[config.mk]
export PLATFORM = sky130hd
export DESIGN_NAME = avmm_slot_bridge
export DESIGN_NICKNAME = d
export VERILOG_FILES = /design/src/rtl/avmm_bridge_pkg.sv /design/src/rtl/avmm_slot_select.sv /design/src/rtl/avmm_slot_bridge.sv
export SDC_FILE = /design/constraint.sdc
export NUM_CORES = 1
export LEC_CHECK = 0
export CAP_MARGIN = 15
export CORE_MARGIN = 2
export CORE_UTILIZATION = 35
export DETAILED_ROUTE_END_ITERATION = 8
export DONT_BUFFER_PORTS = 1
export PLACE_DENSITY = 0.53
export SKIP_CTS_REPAIR_TIMING = 1
export SYNTH_ARGS = -nofsm -noshare
export SYNTH_HDL_FRONTEND = slang
export SYNTH_HIERARCHICAL = 1
export SYNTH_SLANG_ARGS = --single-unit
[constraint.sdc]
create_clock -name clk -period 2.5 [get_ports clk]
set_input_delay 0.375 -clock clk [delete_from_list [all_inputs] [get_ports clk]]
set_output_delay 0.375 -clock clk [all_outputs]
set_load 0.1 [all_outputs]
[src/rtl/avmm_bridge_pkg.sv]
// Shared definitions for the Avalon-MM slot bridge: FSM encoding, status
// register ids and the read data returned for unpopulated slots.
package avmm_bridge_pkg;

  typedef enum logic [2:0] {
    ST_IDLE   = 3'd0,
    ST_ISSUE  = 3'd1,
    ST_WAIT   = 3'd2,
    ST_SAMPLE = 3'd3,
    ST_RESP   = 3'd4
  } state_t;

  localparam int STAT_ERR     = 0;
  localparam int STAT_NSLOTS  = 1;
  localparam int STAT_TIMEOUT = 2;

  localparam logic [63:0] ERR_RDATA = '1;

endpackage

[src/rtl/avmm_slot_select.sv]
// Combinational N_SLOTS-way read mux over the flattened slot_out bus,
// with a range check telling whether the slot id is populated.
module avmm_slot_select #(
  parameter int N_SLOTS = 4,
  parameter int MID_W   = 3,
  parameter int DATA_W  = 32
) (
  input  logic [MID_W-1:0]          mid,
  input  logic [N_SLOTS*DATA_W-1:0] slot_out,
  output logic [DATA_W-1:0]         data,
  output logic                      valid
);

  always_comb begin
    data = '0;
    for (int k = 0; k < N_SLOTS; k++) begin
      if (mid == MID_W'(k)) data = slot_out[k*DATA_W +: DATA_W];
    end
  end

  assign valid = (int'(mid) < N_SLOTS);

endmodule

[src/rtl/avmm_slot_bridge.sv]
// Avalon-MM slave front end: decodes {mid, vid}, strobes the selected slot,
// waits on its busy flag with a timeout, and serves a status bank at mid = all-ones.
module avmm_slot_bridge
  import avmm_bridge_pkg::*;
#(
  parameter int N_SLOTS = 4,
  parameter int MID_W   = 3,
  parameter int VID_W   = 12,
  parameter int DATA_W  = 32,
  parameter int TIMEOUT = 1024
) (
  input  logic                      clk,
  input  logic                      reset,
  input  logic [15:0]               s0_address,
  input  logic                      s0_read,
  input  logic                      s0_write,
  input  logic [DATA_W-1:0]         s0_writedata,
  output logic [DATA_W-1:0]         s0_readdata,
  output logic                      s0_waitrequest,
  output logic [N_SLOTS-1:0]        slot_strobe,
  output logic [VID_W-1:0]          slot_vid,
  output logic [DATA_W-1:0]         slot_in,
  input  logic [N_SLOTS*DATA_W-1:0] slot_out,
  input  logic [N_SLOTS-1:0]        slot_wait
);

  localparam int CNT_W = $clog2(TIMEOUT + 1);
  localparam logic [MID_W-1:0] STAT_MID = '1;

  state_t              state_reg, state_next;
  logic [MID_W-1:0]    mid_reg;
  logic [VID_W-1:0]    vid_reg;
  logic [DATA_W-1:0]   wdata_reg;
  logic [CNT_W-1:0]    cnt_reg;
  logic [DATA_W-1:0]   readdata_reg;
  logic                waitrequest_reg;
  logic [15:0]         err_count_reg;
  logic [MID_W-1:0]    last_err_mid_reg;
  logic                sticky_err_reg;

  logic [MID_W-1:0]    addr_mid, sel_mid, err_mid;
  logic [VID_W-1:0]    addr_vid;
  logic                req, sel_valid, wait_sel, log_err;
  logic [DATA_W-1:0]   sel_data, status_word;
  logic [N_SLOTS-1:0]  mid_onehot;

  assign addr_mid = s0_address[MID_W+VID_W-1:VID_W];
  assign addr_vid = s0_address[VID_W-1:0];
  assign req      = s0_read | s0_write;

  generate
    if (MID_W + VID_W < 16) begin : g_spare_addr
      logic unused_addr_bits;
      assign unused_addr_bits = ^s0_address[15:MID_W+VID_W];
    end
  endgenerate

  // Decode from the live address while idle, from the latched id afterwards.
  assign sel_mid = (state_reg == ST_IDLE) ? addr_mid : mid_reg;

  avmm_slot_select #(
    .N_SLOTS (N_SLOTS),
    .MID_W   (MID_W),
    .DATA_W  (DATA_W)
  ) u_select (
    .mid      (sel_mid),
    .slot_out (slot_out),
    .data     (sel_data),
    .valid    (sel_valid)
  );

  generate
    for (genvar gi = 0; gi < N_SLOTS; gi++) begin : g_onehot
      assign mid_onehot[gi] = (mid_reg == MID_W'(gi));
    end
  endgenerate

  assign wait_sel = |(slot_wait & mid_onehot);

  always_comb begin
    status_word = '0;
    if (addr_vid == VID_W'(STAT_ERR))
      status_word = DATA_W'({err_count_reg, 8'(last_err_mid_reg), 7'b0, sticky_err_reg});
    else if (addr_vid == VID_W'(STAT_NSLOTS))
      status_word = DATA_W'(N_SLOTS);
    else if (addr_vid == VID_W'(STAT_TIMEOUT))
      status_word = DATA_W'(TIMEOUT);
  end

  always_ff @(posedge clk) begin
    if (reset) state_reg <= ST_IDLE;
    else       state_reg <= state_next;
  end

  always_comb begin
    state_next = state_reg;
    log_err    = 1'b0;
    err_mid    = mid_reg;
    unique case (state_reg)
      ST_IDLE: begin
        if (req) begin
          if (addr_mid == STAT_MID) begin
            state_next = ST_RESP;
          end else if (!sel_valid) begin
            state_next = ST_RESP;
            log_err    = 1'b1;
            err_mid    = addr_mid;
          end else if (s0_write) begin
            state_next = ST_ISSUE;
          end else begin
            state_next = ST_SAMPLE;
          end
        end
      end
      ST_ISSUE:  state_next = ST_WAIT;
      ST_WAIT: begin
        if (!wait_sel) begin
          state_next = ST_RESP;
        end else if (cnt_reg == CNT_W'(TIMEOUT - 1)) begin
          state_next = ST_RESP;
          log_err    = 1'b1;
        end
      end
      ST_SAMPLE: state_next = ST_RESP;
      ST_RESP:   state_next = ST_IDLE;
      default:   state_next = ST_IDLE;
    endcase
  end

  always_comb begin
    slot_strobe    = (state_reg == ST_ISSUE) ? mid_onehot : '0;
    slot_vid       = vid_reg;
    slot_in        = wdata_reg;
    s0_readdata    = readdata_reg;
    s0_waitrequest = waitrequest_reg;
  end

  always_ff @(posedge clk) begin
    if (reset) begin
      mid_reg          <= '0;
      vid_reg          <= '0;
      wdata_reg        <= '0;
      cnt_reg          <= '0;
      readdata_reg     <= '0;
      waitrequest_reg  <= 1'b1;
      err_count_reg    <= '0;
      last_err_mid_reg <= '0;
      sticky_err_reg   <= 1'b0;
    end else begin
      waitrequest_reg <= (state_next != ST_RESP);

      if (state_reg == ST_IDLE && req) begin
        mid_reg   <= addr_mid;
        vid_reg   <= addr_vid;
        wdata_reg <= s0_writedata;
        if (!s0_write) begin
          if (addr_mid == STAT_MID)  readdata_reg <= status_word;
          else if (!sel_valid)       readdata_reg <= DATA_W'(ERR_RDATA);
        end
      end

      if (state_reg == ST_SAMPLE) readdata_reg <= sel_data;

      if (state_reg == ST_ISSUE)                cnt_reg <= '0;
      else if (state_reg == ST_WAIT && wait_sel) cnt_reg <= cnt_reg + CNT_W'(1);

      if (log_err) begin
        if (err_count_reg != 16'hFFFF) err_count_reg <= err_count_reg + 16'd1;
        last_err_mid_reg <= err_mid;
        sticky_err_reg   <= 1'b1;
      end else if (state_reg == ST_IDLE && s0_write && addr_mid == STAT_MID &&
                   addr_vid == VID_W'(STAT_ERR)) begin
        err_count_reg    <= '0;
        last_err_mid_reg <= '0;
        sticky_err_reg   <= 1'b0;
      end
    end
  end

endmodule

==> results.txt, run 1 <==
----------------------------------------------------
[Worst setup path]
  CP max stage cell ... dfxtp_2
  Crit path required time ... 2.78 ns
  Crit path kind ... register to register
  Max incr delay on CP ... 0.39 ns
  CP startpoint ... state_reg[2]
  Buffers plus inverters on the worst setup path ... 3
  Crit-path leading delay family ... compound AO/OA/AOI/OAI gates
  Endpoint type of the worst setup path ... register
  Worst-path cell chain ... or3_4 > nand2_1 > nand2_1 > inv_1 > a31oi_1 > and3_1 > a21oi_1 > buf_4 > buf_4 > o311ai_0 > o31ai_1
  Setup slack of the most critical reg-to-reg path ... 0.22 ns
  Critical path launch point type ... register
  Depth of the worst register-to-register path ... 11
  Reg2reg start ... state_reg[2]
  Largest fanout on the critical path ... 14
  Endpoint of the lowest-slack register-to-register path ... err_count_reg[8]
  Arrival time reported for the critical path endpoint ... 2.57 ns

[Min path]
  Startpoint of the most critical hold path ... reset
  Worst hold path depth ... 1
  Hold/Removal Path Class ... input pin to register
  Endpoint with the worst hold slack ... s0_readdata[25]

[Layout]
  Final Cell Area ... 0.00746 mm^2
  Final net count ... 976
  Final standard cell count with taps included and fillers excluded ... 1021
  Number of fillers in the final layout ... 1664
  Fraction of final layout cells with drive strength greater than 1 ... 0.216
  Area grow syn2layout ... 25.8%
  Antenna diode instance count ... 0
  Core occupancy in the finished layout ... 0.450

[Synthesis]
  Count of warnings emitted by yosys ... 6
  Syn avg cell area ... 8.29 um^2
  Ys async rst share ... 0
  Synth top area cells ... dfxtp_1, mux2i_1, nand2_1
  Flip-flop and latch count after synthesis ... 114
  Syn nets ... 902
  Number of flops mapped to enable cells by yosys ... 0
  Synthesized-area fraction occupied by and/or/nand/nor cells ... 0.228
  Leading area contributor after synthesis ... dfxtp_1
  Number of distinct library cells after synthesis ... 56
  Combinational family with the most area after synthesis ... simple AND/OR/NAND/NOR gates
  Post-synth top cells ... nand2_1, dfxtp_1, nor2_1
  Most repeated cell in the gate-level netlist after synthesis ... nand2_1
  Compound-cell area share of the yosys netlist ... 0.202
  Proportion of synthesized area in mux cells ... 0.115
  Post-synth top area share ... 0.384
  Fraction of synthesized cell area in xor and xnor cells ... 0.0118
  Syn Std Cell Area ... 0.00594 mm^2
  Area share of fa/ha/maj cells after synthesis ... 0.00422
  Commonest register cell after synthesis ... dfxtp_1
  Proportion of synthesized chip area in sequential cells ... 0.384
  Count of mapped cells out of synthesis ... 716

[Global routing]
  Number of antenna violations at the first check in global routing ... 0
  Overall fraction of global-route tracks in use ... 0.200
  Number of global-route vias before repair ... 5491
  Global route overflow ... 0
  Global-route wire length before repair ... 28600 um
  Largest net degree at the start of global routing ... 92

[Clock network]
  CTS Buf Count ... 17
  Clock Latency Late Sink ... 0.42 ns
  Clk buf depth ... 2
  Cell chosen for the clock root ... clkbuf_16
  H-tree levels ... 4
  Clock tree from TritonCTS ... built
  Clock transition at the registers of the reported paths ... 0.05 ns
  Num Clock Sinks ... 114

[Floorplanning]
  Total I/O pin count ... 265
  Initial core utilization ... 0.358
  Die width ... 134 um
  Row Count ... 47
  Y dimension of the die ... 134 um
  Die Footprint ... 0.0180 mm^2
  Placeable core region ... 0.0166 mm^2

[Route]
  Aggregate routed wire length ... 18200 um
  Via Count ... 5628
  Router iterations before antenna repair ... 5
  Via density per instance ... 5.51
  Drc violations ... 0
  Number of violations reported at the end of detailed-routing iteration 0 ... 440
  Routed wire per std cell ... 17.8 um
  Count of antenna-violating nets left after detailed routing ... 0

[Timing]
  Largest clock skew in the final design ... 0.00842 ns
  Clock period minus final worst setup slack ... 2.28 ns
  Max-Slew Margin vs Limit ... 0.595
  Actual slew at the worst max-slew pin ... 0.608 ns
  Max-slew violation count ... 0
  Achievable clock frequency ... 0.438 GHz
  Worst hold slack after final layout ... 0.0348 ns
  Setup violation total in the final timing report ... 0
  Setup TNS ... 0 ns
  Count of final hold-check violations ... 0
  Fraction of the cycle the final worst path needs ... 0.914
  Setup repair after global routing missed its margin ... false

[Power and ir drop]
  Leakage component of the power ... 0.00290 uW
  PwrDens ... 1270 mW/mm^2
  Worst IR Drop VDD ... 0.557 mV
  Internal Dissipation ... 5130 uW
  Net Sw Power ... 4350 uW
  Sequential cell fraction of total power ... 0.240
  Switching Fraction ... 0.459
  Clock group share of total power ... 0.272
  Comb power frac ... 0.488

[Placed design]
  Number of port buffers ... 0
  Placed cell area ... 0.00680 mm^2
  DP Wirelength ... 13400 um
  Routability congestion estimate ... 0.876
  Number of placed instances, taps included ... 990

[Job]
  Max-cap violations ... 0

[Run status]
  Result of the run ... finished clean

----------------------------------------------------
-- worst reg2reg max path, cell delays in order (launching register included) --
cell and delay [ns]:
dfxtp_2 0.39, or3_4 0.18, nand2_1 0.06, nand2_1 0.10, inv_1 0.07, a31oi_1 0.20
and3_1 0.25, a21oi_1 0.06, buf_4 0.20, buf_4 0.17, o311ai_0 0.36, o31ai_1 0.13
-- per-layer routing --
layer | share of wire | track usage
met1 | 0.42 | 0.243
met4 | 0.019 | 0.0749
met2 | 0.50 | 0.329
met3 | 0.068 | 0.0658
met5 | 0 | 0
-- worst max-delay path by stage --
stage | to | slack [ns] | depth (start not counted)
after floorplan | slot_strobe[0] | -0.18 | 3
after detailed placement | s0_readdata[7] | 0.005 | 9
after global routing | err_count_reg[7] | 0.05 | 11
final | err_count_reg[8] | 0.22 | 11
after global placement | s0_readdata[4] | 0.15 | 9
after CTS | s0_readdata[7] | -0.03 | 9
-- power groups by stage --
stage	combinational, uW	sequential (uW)	clock (uW)
after floorplan	1970	4080	0
after global placement	4520	2300	0
after detailed placement	4600	2310	0
after CTS	4610	2270	2630
after global routing	4890	2310	2730
final	4620	2270	2580
-- cell type report --
class | count | area [um^2] | area share
Inverter | 6 | 22.5 | 0.00302
Clock buffer | 20 | 467 | 0.0625
Tap cell | 220 | 275 | 0.0369
Multi-Input combinational cell | 543 | 3400 | 0.455
Sequential cell | 114 | 2280 | 0.306
Timing Repair Buffer | 108 | 861 | 0.115
Clock inverter | 10 | 158 | 0.0211
-- cell families (layout without fill, tap and decap cells) --
logic type      count (synthesis)  count (layout)
simple gates                  298             298
compound gates                167             167
fa+ha+maj                       2               2
flops                         114             114
buf+inv                        59             144
xor+xnor                        8               8
mux                            68              68
-- cells in the final DEF (no fill, tap or decap), types with 4 or more instances in the layout --
master / count
o311ai_0: 6
a2111oi_0: 10
dfxtp_1: 112
nor3_1: 5
o22ai_1: 34
xnor2_1: 5
inv_1: 6
and2_1: 5
o31ai_1: 10
bufinv_16: 4
a21oi_1: 58
nor2_1: 68
or3_1: 5
o21ai_0: 5
nand2b_1: 4
buf_4: 104
or4_1: 6
a2111oi_2: 9
nor4_1: 5
buf_12: 4
nand4_1: 6
nand2_1: 151
o211ai_1: 9
mux2i_1: 68
clkbuf_16: 17
nand3_1: 12
a222oi_1: 11
-- per-stage QoR --
| step | setup WS, ns | total power, uW |
|---|---|---|
| after floorplan | -0.175 | 6050 |
| after global placement | 0.145 | 6820 |
| after detailed placement | 0.00483 | 6910 |
| after CTS | -0.0280 | 9510 |
| after global routing | 0.0548 | 9930 |
| final | 0.216 | 9480 |
No activity file was read; power rests on OpenSTA's default activity.
==> run 2: changes to the inputs <==
- CELL_PAD_IN_SITES_DETAIL_PLACEMENT: not set -> 1
- CELL_PAD_IN_SITES_GLOBAL_PLACEMENT: not set -> 1
- PLACE_DENSITY: 0.53 -> 0.68
==> results.txt, run 2 (same netlist as run 1, synthesis figures left out) <==
----------------------------------------------------
[Worst setup path]
  Crit path required time ... 2.80 ns (+0.02 ns)
  Crit-path leading delay family ... simple AND/OR/NAND/NOR gates
  Setup slack of the most critical reg-to-reg path ... 0.13 ns (-0.09 ns)
  Buffers plus inverters on the worst setup path ... 2 (-1)
  Top cell by count, worst path ... nand2_1
  Max incr delay on CP ... 0.52 ns (+0.13 ns)
  Arrival time reported for the critical path endpoint ... 2.67 ns (+0.10 ns)
  CP max stage cell ... or4_1
  Largest fanout on the critical path ... 24 (+10)
  Worst-path cell chain ... nor3_1 > nand2_1 > nand2_1 > inv_1 > a31oi_1 > and3_1 > a21oi_1 > buf_12 > or4_1 > o211a_1
  Endpoint type of the worst setup path ... register
  Critical path launch point type ... register
  Cell depth of the worst setup path ... 10 (-1)
  Crit path kind ... register to register
  Depth of the worst register-to-register path ... 10 (-1)

[Power and ir drop]
  Net Sw Power ... 4450 uW (+2.3%)
  Clock group share of total power ... 0.259 (-0.013)
  Comb power frac ... 0.496 (+0.008)
  Switching Fraction ... 0.477 (+0.0177)
  Leakage component of the power ... 0.00287 uW (-0.75%)
  Worst IR Drop VDD ... 0.638 mV (+14%)
  Sequential cell fraction of total power ... 0.245 (+0.005)
  Internal Dissipation ... 4880 uW (-4.7%)
  Total design power ... 9330 uW (-1.5%)
  PwrDens ... 1260 mW/mm^2 (-0.64%)

[Route]
  Routed wire per std cell ... 19.4 um (+9.1%)
  Count of antenna-violating nets left after detailed routing ... 0 (unchanged)
  Aggregate routed wire length ... 19800 um (+9.1%)
  Number of violations reported at the end of detailed-routing iteration 0 ... 283 (-36%)
  Drc violations ... 0 (unchanged)
  Via Count ... 5788 (+2.8%)
  Router iterations before antenna repair ... 5 (unchanged)
  Via density per instance ... 5.67 (+2.8%)

[Global routing]
  Global-route wire length before repair ... 31500 um (+10%)
  Largest net degree at the start of global routing ... 92 (unchanged)
  Overall fraction of global-route tracks in use ... 0.218 (+0.0188)
  Global route overflow ... 0 (unchanged)
  Number of antenna violations at the first check in global routing ... 0 (unchanged)
  Number of global-route vias before repair ... 5993 (+9.1%)

[Clock network]
  Clk buf depth ... 2 (unchanged)
  CTS Buf Count ... 17 (unchanged)
  Clock transition at the registers of the reported paths ... 0.06 ns (about the same)
  H-tree levels ... 4 (unchanged)
  Cell chosen for the clock root ... clkbuf_16
  Num Clock Sinks ... 114 (unchanged)
  Clock Latency Late Sink ... 0.41 ns (about the same)
  Clock tree from TritonCTS ... built

[Timing]
  Setup repair after global routing missed its margin ... false
  Clock period minus final worst setup slack ... 2.37 ns (+0.0866 ns)
  Achievable clock frequency ... 0.422 GHz (-3.7%)
  Fraction of the cycle the final worst path needs ... 0.948 (+0.0346)
  Actual slew at the worst max-slew pin ... 0.693 ns (+0.0852 ns)
  Max-Slew Margin vs Limit ... 0.537 (-0.0579)
  Largest clock skew in the final design ... 0.00764 ns (-0.000782 ns)
  Setup violation total in the final timing report ... 0 (unchanged)
  Max-slew violation count ... 0 (unchanged)
  Count of final hold-check violations ... 0 (unchanged)

[Layout]
  Commonest cells after routing, fill and taps aside ... nand2_1, dfxtp_1, buf_4
  Fraction of final layout cells with drive strength greater than 1 ... 0.208 (-0.00749)
  Most frequent standard cell in the layout excluding fill and tap cells ... nand2_1
  Seq. cell area ... 0.00228 mm^2 (about the same)
  Core occupancy in the finished layout ... 0.446 (-0.00392)
  Area used by multi-input combinational logic ... 0.00338 mm^2 (-0.59%)
  Final standard cell count with taps included and fillers excluded ... 1021 (unchanged)
  Number of fillers in the final layout ... 2003 (+20%)
  Final net count ... 974 (-0.20%)
  Area grow syn2layout ... 24.7%
  Antenna diode instance count ... 0 (unchanged)

[Min path]
  Hold/Removal Path Class ... input pin to register
  Worst hold path depth ... 1 (unchanged)

[Floorplanning]
  Initial core utilization ... 0.358 (unchanged)
  Total I/O pin count ... 265 (unchanged)
  Die width ... 134 um (unchanged)
  Y dimension of the die ... 134 um (unchanged)
  Placeable core region ... 0.0166 mm^2 (unchanged)
  Die Footprint ... 0.0180 mm^2 (unchanged)
  Row Count ... 47 (unchanged)

[Run status]
  Result of the run ... finished clean

[Placed design]
  DP Wirelength ... 14600 um (+8.6%)
  Number of placed instances, taps included ... 988 (-0.20%)
  Routability congestion estimate ... 0.834 (-4.8%)
  Number of port buffers ... 0 (unchanged)

[Job]
  Max-cap violations ... 0 (unchanged)

----------------------------------------------------
[run 2: cell count changes in the layout (fill, tap and decap cells not counted), moves of 2 or more]
cell       before  now
buf_4         104  102
clkbuf_8        3    1
a2111oi_1       0    2
bufinv_16       4    2
clkinv_2        3    1
a2111oi_0      10    8
clkinv_4        0    5
inv_6           0    2
[run 2: worst register-to-register path, stage by stage, from the launching register on]
cell and delay [ns]:
dfxtp_1 0.36, nor3_1 0.26, nand2_1 0.08, nand2_1 0.09
inv_1 0.09, a31oi_1 0.19, and3_1 0.25, a21oi_1 0.09
buf_12 0.19, or4_1 0.53, o211a_1 0.13
[run 2: path summary, 6_finish.rpt]
check / from / end
min reg2reg: slot_vid[3] / slot_vid[3]
max reg2reg: state_reg[0] / err_count_reg[10]
max: state_reg[0] / err_count_reg[10]
min: reset / s0_readdata[26]
[run 2: cell type report]
type / instances / area share
Multi-Input combinational cell: 543 / 0.456
Clock inverter: 13 / 0.0206
Clock buffer: 19 / 0.0599
Tap cell: 220 / 0.0372
Sequential cell: 114 / 0.309
Timing Repair Buffer: 106 / 0.114
Inverter: 6 / 0.00304
[run 2: power by group through the flow]
stage | logic [uW] | clock network [uW] | registers [uW]
after floorplan | 1970 | 0 | 4080
after global placement | 4490 | 0 | 2300
after detailed placement | 4610 | 0 | 2320
after CTS | 4620 | 2470 | 2290
after global routing | 4890 | 2560 | 2320
final | 4630 | 2420 | 2280
[run 2: through the flow]
| stage | hold slack, ns | worst slack (ns) | instance area (um^2) | TNS [ns] |
|---|---|---|---|---|
| 5_1_grt | 0.0175 | 0.00573 | 7400 | 0 |
| 3_3_place_gp | 0.440 | 0.208 | 6790 | 0 |
| 3_5_place_dp | 0.445 | 0.180 | 6790 | 0 |
| 2_1_floorplan | 0.437 | -0.175 | 5950 | -0.175 |
| 4_1_cts | 0.0281 | 0.122 | 7380 | 0 |
| 6_report | 0.0546 | 0.129 | 7400 | 0 |
[run 2: routing by layer]
| metal | up-vias | track usage | part of all wire |
|---|---|---|---|
| li1 | 2756 | - | - |
| met4 | 0 | 0.0807 | 0.028 |
| met2 | 183 | 0.383 | 0.51 |
| met1 | 2812 | 0.255 | 0.41 |
| met5 | - | 0 | 0 |
| met3 | 37 | 0.0590 | 0.058 |
==> run 3: changes to the inputs <==
- GPL_ROUTABILITY_DRIVEN: not set -> 0
- SLEW_MARGIN: not set -> 30
==> results.txt, run 3 (same netlist as run 1, synthesis figures left out) <==
----------------------------------------------------
[Worst setup path]
  Worst-path cell chain ... or3_1 > buf_4 > nand2_1 > nand2_1 > or2_1 > buf_4 > o22ai_1 > nor2_1 > a2111oi_0
  Crit path kind ... register to register
  Arrival time reported for the critical path endpoint ... 2.61 ns (-0.06 ns)
  Depth of the worst register-to-register path ... 9 (-1)
  Crit path required time ... 2.76 ns (-0.04 ns)
  Endpoint type of the worst setup path ... register
  Critical path launch point type ... register
  Largest fanout on the critical path ... 31 (+29%)
  Max incr delay on CP ... 0.39 ns (-0.13 ns)
  CP max stage cell ... or3_1

[Clock network]
  CTS Buf Count ... 17 (unchanged)
  H-tree levels ... 4 (unchanged)
  Clk buf depth ... 2 (unchanged)
  Clock tree from TritonCTS ... built
  Clock Latency Late Sink ... 0.41 ns (about the same)
  Clock transition at the registers of the reported paths ... 0.06 ns (about the same)
  Cell chosen for the clock root ... clkbuf_16
  Num Clock Sinks ... 114 (unchanged)

[Timing]
  Setup TNS ... 0 ns (unchanged)
  Largest clock skew in the final design ... 0.0105 ns (+0.00291 ns)
  Max-Slew Margin vs Limit ... 0.484 (-0.0531)
  Actual slew at the worst max-slew pin ... 0.775 ns (+0.0814 ns)
  Achievable clock frequency ... 0.426 GHz (+0.90%)
  Setup slack after layout ... 0.150 ns (+0.0211 ns)
  Setup repair after global routing missed its margin ... false
  Max-slew violation count ... 0 (unchanged)
  Fraction of the cycle the final worst path needs ... 0.940 (-0.00842)
  Count of final hold-check violations ... 0 (unchanged)
  Clock period minus final worst setup slack ... 2.35 ns (-0.0211 ns)
  Setup violation total in the final timing report ... 0 (unchanged)

[Power and ir drop]
  Sequential cell fraction of total power ... 0.242 (-0.003)
  Leakage component of the power ... 0.00288 uW (+0.30%)
  Switching Fraction ... 0.471 (-0.00532)
  Comb power frac ... 0.488 (-0.008)
  Net Sw Power ... 4470 uW (+0.48%)
  Internal Dissipation ... 5010 uW (+2.6%)
  Worst IR Drop VDD ... 0.651 mV (+2.1%)
  Clock group share of total power ... 0.270 (+0.011)
  PwrDens ... 1280 mW/mm^2 (+1.1%)

[Route]
  Aggregate routed wire length ... 19900 um (+0.33%)
  Routed metal-1 wire length ... 8140 um (+1.2%)
  Count of antenna-violating nets left after detailed routing ... 0 (unchanged)
  Drc violations ... 0 (unchanged)
  Routed wire per std cell ... 19.5 um (+0.43%)
  Wire length on met2 ... 10200 um (+1.6%)
  Uppermost metal layer occupied by signal nets ... met4
  Number of violations reported at the end of detailed-routing iteration 0 ... 324 (+14%)
  Length of routed met3 wiring ... 985 um (-15%)
  Router iterations before antenna repair ... 6 (+1)
  Via density per instance ... 5.64 (-0.44%)
  Via Count ... 5757 (-0.54%)

[Min path]
  Hold/Removal Path Class ... input pin to register
  Worst hold path depth ... 1 (unchanged)

[Layout]
  Fraction of final layout cells with drive strength greater than 1 ... 0.214 (+0.00526)
  Antenna diode instance count ... 0 (unchanged)
  Area grow syn2layout ... 25.2%
  Final standard cell count with taps included and fillers excluded ... 1020 (-0.098%)
  Final net count ... 973 (-0.10%)
  Most frequent standard cell in the layout excluding fill and tap cells ... nand2_1
  Commonest cells after routing, fill and taps aside ... nand2_1, dfxtp_1, buf_4

[Global routing]
  Number of global-route vias before repair ... 6030 (+0.62%)
  Global route overflow ... 0 (unchanged)
  Largest net degree at the start of global routing ... 92 (unchanged)
  Number of antenna violations at the first check in global routing ... 0 (unchanged)
  Overall fraction of global-route tracks in use ... 0.220 (+0.00150)
  Global-route wire length before repair ... 31700 um (+0.55%)

[Placed design]
  Number of port buffers ... 0 (unchanged)
  Number of placed instances, taps included ... 988 (unchanged)
  DP Wirelength ... 14500 um (-0.40%)
  Worst Setup Slack post-DPL ... 0.168 ns (-0.0126 ns)

[Floorplanning]
  Initial core utilization ... 0.358 (unchanged)
  Row Count ... 47 (unchanged)
  Y dimension of the die ... 134 um (unchanged)
  Total I/O pin count ... 265 (unchanged)
  Die Footprint ... 0.0180 mm^2 (unchanged)
  Die width ... 134 um (unchanged)
  Placeable core region ... 0.0166 mm^2 (unchanged)

[Job]
  Max-cap violations ... 0 (unchanged)

[Run status]
  Result of the run ... finished clean

----------------------------------------------------
## run 3: changes by cell type in the layout (fill, tap and decap cells not counted), sizes merged
cell and delta:
clkinvlp +1, bufinv +1, clkinv -3, inv +1, buf -1
## run 3: through the flow
stage / utilization / total power, uW / hold slack (ns) / instance area [um^2]
after global routing: 0.448 / 9900 / 0.0197 / 7430
after detailed placement: 0.410 / 6930 / 0.446 / 6790
after global placement: 0.409 / 6790 / 0.440 / 6790
after floorplan: - / 6050 / 0.437 / 5950
final: 0.448 / 9480 / 0.0402 / 7430
after CTS: 0.447 / 9530 / 0.0254 / 7420
## run 3: area by class of cell
type | instances | area (um^2)
Clock buffer | 19 | 453
Inverter | 6 | 22.5
Multi-Input combinational cell | 543 | 3380
Timing Repair Buffer | 105 | 838
Sequential cell | 114 | 2290
Tap cell | 220 | 275
Fill cell | 1996 | 9150
Clock inverter | 13 | 174
## run 3: worst max-delay path: cells and delay by family, from the launching register on
kind,cells,cell delay [ns]
compound gates,2,0.59
flops,1,0.36
buf+inv,2,0.41
simple gates,5,0.83
## run 3: final timing paths
path | slack [ns] | startpoint | endpoint
worst min-delay path | 0.04 | reset | s0_readdata[28]
worst min register to register | 0.46 | slot_vid[2] | slot_vid[2]
worst max-delay path | 0.15 | state_reg[0] | s0_readdata[21]
worst max register to register | 0.15 | state_reg[0] | s0_readdata[21]
## run 3: power by group through the flow
stage / Clock, uW / Sequential [uW] / Combinational (uW)
3_5_place_dp: 0 / 2320 / 4610
2_1_floorplan: 0 / 4080 / 1970
3_3_place_gp: 0 / 2300 / 4490
4_1_cts: 2610 / 2290 / 4630
6_report: 2560 / 2290 / 4630
5_1_grt: 2680 / 2330 / 4890
## run 3: routing by layer
| layer | track usage | vias to the layer above |
|---|---|---|
| li1 | - | 2748 |
| met1 | 0.255 | 2800 |
| met2 | 0.389 | 171 |
| met3 | 0.0495 | 38 |
| met4 | 0.0942 | 0 |
| met5 | 0 | - |
